`config.mk`:
```
export PLATFORM = sky130hd
export DESIGN_NAME = tdnn_layer_sequencer
export DESIGN_NICKNAME = d
export VERILOG_FILES = /design/src/rtl/tdnn_layer_sequencer.sv
export SDC_FILE = /design/constraint.sdc
export NUM_CORES = 1
export LEC_CHECK = 0
export ABC_AREA = 1
export CORE_MARGIN = 1
export CORE_UTILIZATION = 47
export DETAILED_ROUTE_END_ITERATION = 16
export GPL_ROUTABILITY_DRIVEN = 1
export PLACE_DENSITY_LB_ADDON = 0.1
export SETUP_SLACK_MARGIN = 0.3
export SLEW_MARGIN = 5
export SYNTH_ARGS = -nofsm -noshare
export SYNTH_HDL_FRONTEND = slang
export SYNTH_SLANG_ARGS = --single-unit
```
`constraint.sdc`:
```
create_clock -name CLOCK_N -period 2.41 [get_ports CLOCK_N]
set_input_delay 0.723 -clock CLOCK_N [delete_from_list [all_inputs] [get_ports CLOCK_N]]
set_output_delay 0.723 -clock CLOCK_N [all_outputs]
set_load 0.005 [all_outputs]
```
`src/rtl/tdnn_layer_sequencer.sv`:
```
// Sequencer for one TDNN layer: serial weight/bias programming of each neuron,
// tap-line shifting of input samples, and valid/ready capture of neuron results.
module tdnn_layer_sequencer #(
  parameter int SIG_SIZE      = 16,
  parameter int WEIGHT_SIZE   = 16,
  parameter int ADDITION_SIZE = 20,
  parameter int NUM_INPUTS    = 3,
  parameter int NUM_NEURONS   = 4,
  parameter int SETTLE_CYCLES = 2
) (
  input  logic                               CLOCK_N,
  input  logic                               RESET_N,
  input  logic                               CFG_START,
  input  logic                               CFG_VALID,
  output logic                               CFG_READY,
  input  logic [WEIGHT_SIZE-1:0]             CFG_DATA,
  output logic                               CFG_DONE,
  input  logic                               SAMPLE_VALID,
  output logic                               SAMPLE_READY,
  input  logic [SIG_SIZE-1:0]                SAMPLE_IN,
  output logic [NUM_INPUTS*SIG_SIZE-1:0]     TAP_OUT,
  output logic [NUM_NEURONS-1:0]             WB_EN,
  output logic [NUM_INPUTS*WEIGHT_SIZE-1:0]  WEIGHTS_OUT,
  output logic [WEIGHT_SIZE-1:0]             BIAS_OUT,
  input  logic [NUM_NEURONS*ADDITION_SIZE-1:0] NEURON_RESULT,
  output logic                               OUT_VALID,
  input  logic                               OUT_READY,
  output logic [NUM_NEURONS*ADDITION_SIZE-1:0] OUT_DATA,
  output logic                               BUSY
);

  localparam int WW = $clog2(NUM_INPUTS + 1);
  localparam int NW = (NUM_NEURONS > 1) ? $clog2(NUM_NEURONS) : 1;
  localparam int SW = (SETTLE_CYCLES > 1) ? $clog2(SETTLE_CYCLES) : 1;

  localparam logic [WW-1:0] WORD_BIAS   = WW'(NUM_INPUTS);
  localparam logic [NW-1:0] NEURON_LAST = NW'(NUM_NEURONS - 1);
  localparam logic [SW-1:0] SETTLE_LOAD = SW'(SETTLE_CYCLES - 1);

  typedef enum logic [2:0] {
    S_IDLE,
    S_LOAD,
    S_PROGRAM,
    S_SETTLE,
    S_HOLD
  } state_t;

  state_t                                     state_q;
  logic [WW-1:0]                              word_idx_q;
  logic [NW-1:0]                              neuron_idx_q;
  logic [SW-1:0]                              settle_cnt_q;
  logic [NUM_INPUTS-1:0][WEIGHT_SIZE-1:0]     wstage_q;
  logic [WEIGHT_SIZE-1:0]                     bias_q;
  logic [NUM_NEURONS-1:0]                     wb_en_q;
  logic                                       cfg_done_q;
  logic [NUM_INPUTS-1:0][SIG_SIZE-1:0]        tap_q;
  logic [NUM_NEURONS*ADDITION_SIZE-1:0]       out_data_q;
  logic                                       out_valid_q;

  // All state advances on the falling edge so it lines up with the neuron datapath.
  always_ff @(negedge CLOCK_N or negedge RESET_N) begin
    if (!RESET_N) begin
      state_q      <= S_IDLE;
      word_idx_q   <= '0;
      neuron_idx_q <= '0;
      settle_cnt_q <= '0;
      wstage_q     <= '0;
      bias_q       <= '0;
      wb_en_q      <= '0;
      cfg_done_q   <= 1'b0;
      tap_q        <= '0;
      out_data_q   <= '0;
      out_valid_q  <= 1'b0;
    end else begin
      case (state_q)
        S_IDLE: begin
          if (CFG_START) begin
            state_q      <= S_LOAD;
            cfg_done_q   <= 1'b0;
            neuron_idx_q <= '0;
            word_idx_q   <= '0;
          end else if (SAMPLE_VALID && cfg_done_q) begin
            for (int unsigned i = 1; i < NUM_INPUTS; i++) begin
              tap_q[i] <= tap_q[i-1];
            end
            tap_q[0]     <= SAMPLE_IN;
            settle_cnt_q <= SETTLE_LOAD;
            state_q      <= S_SETTLE;
          end
        end
        S_LOAD: begin
          if (CFG_VALID) begin
            if (word_idx_q == WORD_BIAS) begin
              bias_q  <= CFG_DATA;
              wb_en_q <= NUM_NEURONS'(1) << neuron_idx_q;
              state_q <= S_PROGRAM;
            end else begin
              for (int unsigned i = 0; i < NUM_INPUTS; i++) begin
                if (word_idx_q == WW'(i)) begin
                  wstage_q[i] <= CFG_DATA;
                end
              end
              word_idx_q <= word_idx_q + 1'b1;
            end
          end
        end
        S_PROGRAM: begin
          wb_en_q <= '0;
          if (neuron_idx_q == NEURON_LAST) begin
            cfg_done_q <= 1'b1;
            state_q    <= S_IDLE;
          end else begin
            neuron_idx_q <= neuron_idx_q + 1'b1;
            word_idx_q   <= '0;
            state_q      <= S_LOAD;
          end
        end
        S_SETTLE: begin
          if (settle_cnt_q == '0) begin
            out_data_q  <= NEURON_RESULT;
            out_valid_q <= 1'b1;
            state_q     <= S_HOLD;
          end else begin
            settle_cnt_q <= settle_cnt_q - 1'b1;
          end
        end
        S_HOLD: begin
          if (OUT_READY) begin
            out_valid_q <= 1'b0;
            state_q     <= S_IDLE;
          end
        end
        default: state_q <= S_IDLE;
      endcase
    end
  end

  assign CFG_READY    = (state_q == S_LOAD);
  assign SAMPLE_READY = (state_q == S_IDLE) && cfg_done_q;
  assign BUSY         = (state_q != S_IDLE);
  assign CFG_DONE     = cfg_done_q;
  assign WB_EN        = wb_en_q;
  assign WEIGHTS_OUT  = wstage_q;
  assign BIAS_OUT     = bias_q;
  assign TAP_OUT      = tap_q;
  assign OUT_DATA     = out_data_q;
  assign OUT_VALID    = out_valid_q;

endmodule

```
==> out/qor.txt <==
Outcome: finished, violations left
Failing checks: setup timing
Gr ovfl total: 0
Combinational family with the most area after synthesis: simple AND/OR/NAND/NOR gates
Starting DRT DRC Count: 793
Hold Crit Class: reg -> reg
CP Capture Point: SAMPLE_READY
Detailed Route WL: 38.2 mm
Yosys warns: 0
Clock Sinks: 206
Register area share after synthesis: 0.632
Vias in the first global route: 8,412
All-Layer GR Usage: 0.309
Reg2reg end: OUT_DATA[1]$_DFFE_NN0P_
Max Transition Viols Final: 0
Most used DFF post-synth: dfrtn_1
Num ports: 319
Synth Area in Adders: 0.0123
PD cells: 1110 nW/um2
P_leak: 8.50 nW
TritonCTS clock tree: built
Max-Cap Viols: 0
Worst setup margin: -0.946 ns
Hpwl dp: 17.0 mm
Final setup vio count: 309
Layout Nets: 1,550
Largest cells by area after synthesis: dfrtn_1 63%, nand2_1 14%, nand3_1 5.8%, o21ai_0 4.9%, inv_1 3.5%
Reg-to-Reg Start: state_q[1]$_DFFE_NN0P_
H-tree levels: 1
Top cell type's share of synthesized area: 0.632
Area Growth Syn to Fin: 88.8%
Die height: 134 um
Std-Cell Rows: 47
Detail Route Antenna Nets: 0
Initial antenna violation count: 6
Worst setup path startpoint: state_q[0]$_DFFE_NN0P_
Post-synthesis compound-gate area fraction: 0.0749
Die area: 17,900 um2
Fill cells: 617
Die X: 134 um
WP data required: 1.69 ns
Router iterations before antenna repair: 5
Setup crit end kind: primary output
R2R cell count: 8
Max FO, Critical Path: 3
Post-synth EDFFs: 0
Worst Setup Start Kind: flip-flop
Mapped Cells: 880
R2r setup slk: 0.36 ns
Via-to-Cell Ratio: 5.57
Routability Congestion: 0.807
Synth area leader: dfrtn_1
Seq cells post-synth: 206
Util after Layout: 0.918
Fin. Hold Viols: 0
PortBufs: 318
VDD IR max: 0.706 mV
Cts bufs inserted: 22
Cell Area, Synth: 8150 um2
Worst-margin pin slew: 0.595 ns
Clock buffer depth: 3
Slew headroom: 0.603
Mean Syn Cell Area: 9.26 um2
DP Cell Count: 1,459
RSZ-0062 raised after global routing: true
Hold_ws: 0.422 ns
Layout Cells excl Fill: 1,665
Post-synth top cells: 302 x nand2_1, 206 x dfrtn_1, 95 x nand3_1
Crit Path Class: reg -> out
Root Driver: clkbuf_16
Post-synth ARST share: 1.00
Routed len/inst: 22.9 um
XOR/XNOR Fraction of Synth Area: 0
Layout cells sized above 1: 0.547
Most numerous cell in the Yosys netlist: nand2_1
CORE AREA: 16,800 um2
Pin count of the biggest net entering global routing: 82
Starting Density: 0.486
Synth Area in Simple Gates: 0.211
Cts hold-fix bufs: 0
DR vias: 9,278
Netlist cell types: 23
Clk slew on worst S/H paths: 0.05 ns
WP data arrival: 2.63 ns
Layout Skew: 0.0241 ns
Post-synth net total: 1,006
Portion of netlist area occupied by mux cells: 0
Worst-Skew Late Latency: 0.52 ns
Residual DRC: 0
First-pass GRT wire length: 43.2 mm
## critical path: stages, from the launching register on
cell and delay [ns]:
dfrtn_1 0.36, buf_6 0.13, nor2_4 0.11, nand2_2 0.08, nor2_1 0.12, buf_2 0.13
## final cells by class
cell class                 count  area [um2]  share of cell area
sequential                   206        5150               0.335
timing repair buffer         569        4980               0.324
multi-input combinational    544        3850               0.250
clock buffer                  34         687              0.0446
inverter                      81         339              0.0220
tap                          220         275              0.0179
clock inverter                 6        83.8             0.00545
antenna                        5        12.5            0.000813
## kinds of logic after synthesis
family	count (synthesis)
buf+inv	131
fa+ha+maj	8
simple gates	414
flops	206
compound gates	121
## cells in the final DEF (no fill, tap or decap), types with 46 or more instances in the layout
cell type,netlist,routed
inv_1,77,72
nand2_4,0,64
dlymetal6s2s_1,0,73
nand2_1,302,193
dfrtn_1,206,206
buf_2,23,189
nand3_2,1,88
nand2_2,1,46
o21ai_2,0,70
buf_4,0,189
## stage by stage
| stage | instance area [um2] | power [mW] | worst slack (ns) | TNS (ns) |
|---|---|---|---|---|
| 6_report | 15400 | 17.1 | -0.946 | -127.75 |
| 3_3_place_gp | 12700 | 11.8 | -1.10 | -221.16 |
| 5_1_grt | 15400 | 17.8 | -0.976 | -133.66 |
| 2_1_floorplan | 8740 | 7.98 | -0.508 | -34.14 |
| 3_5_place_dp | 12700 | 12.0 | -1.16 | -224.84 |
| 4_1_cts | 13600 | 15.0 | -0.855 | -142.92 |
## sequential cells by signal (all words and copies together), names as in the netlist
register	flops
settle_cnt_q	1
TAP_OUT	48
WEIGHTS_OUT	48
OUT_DATA	80
neuron_idx_q	2
word_idx_q	2
state_q	3
WB_EN	4
CFG_DONE	1
OUT_VALID	1
BIAS_OUT	16
## worst min path at each step
stage / cells past startpoint / to / start
after floorplan: 2 / OUT_VALID$_DFFE_NN0P_ / OUT_VALID$_DFFE_NN0P_
after global placement: 2 / OUT_DATA[45]$_DFFE_NN0P_ / OUT_DATA[45]$_DFFE_NN0P_
after detailed placement: 2 / OUT_DATA[37]$_DFFE_NN0P_ / OUT_DATA[37]$_DFFE_NN0P_
after CTS: 2 / OUT_DATA[76]$_DFFE_NN0P_ / OUT_DATA[76]$_DFFE_NN0P_
after global routing: 2 / OUT_DATA[47]$_DFFE_NN0P_ / OUT_DATA[47]$_DFFE_NN0P_
final: 2 / OUT_DATA[20]$_DFFE_NN0P_ / OUT_DATA[20]$_DFFE_NN0P_
## power breakdown
group	switching [mW]	leakage, nW	internal, mW
registers	0.925	2.66	4.87
logic	4.02	5.45	3.60
clock network	1.50	0.383	2.18
total	6.45	8.50	10.7
## timing repair
action                                  CTS  global route
buffers inserted                         68            75
pin swaps                                 8            30
resized for setup                       898           315
gates cloned                             10             8
endpoints found under the setup margin  346           401
## routing by layer
layer / wire length, um / global-route usage / share of wire
met1: 12700 / 0.350 / 0.33
met2: 19700 / 0.543 / 0.52
met3: 3220 / 0.0753 / 0.084
met4: 2570 / 0.152 / 0.067
met5: 13 / 0 / 0.00034
(Power assumes the default switching activity.)
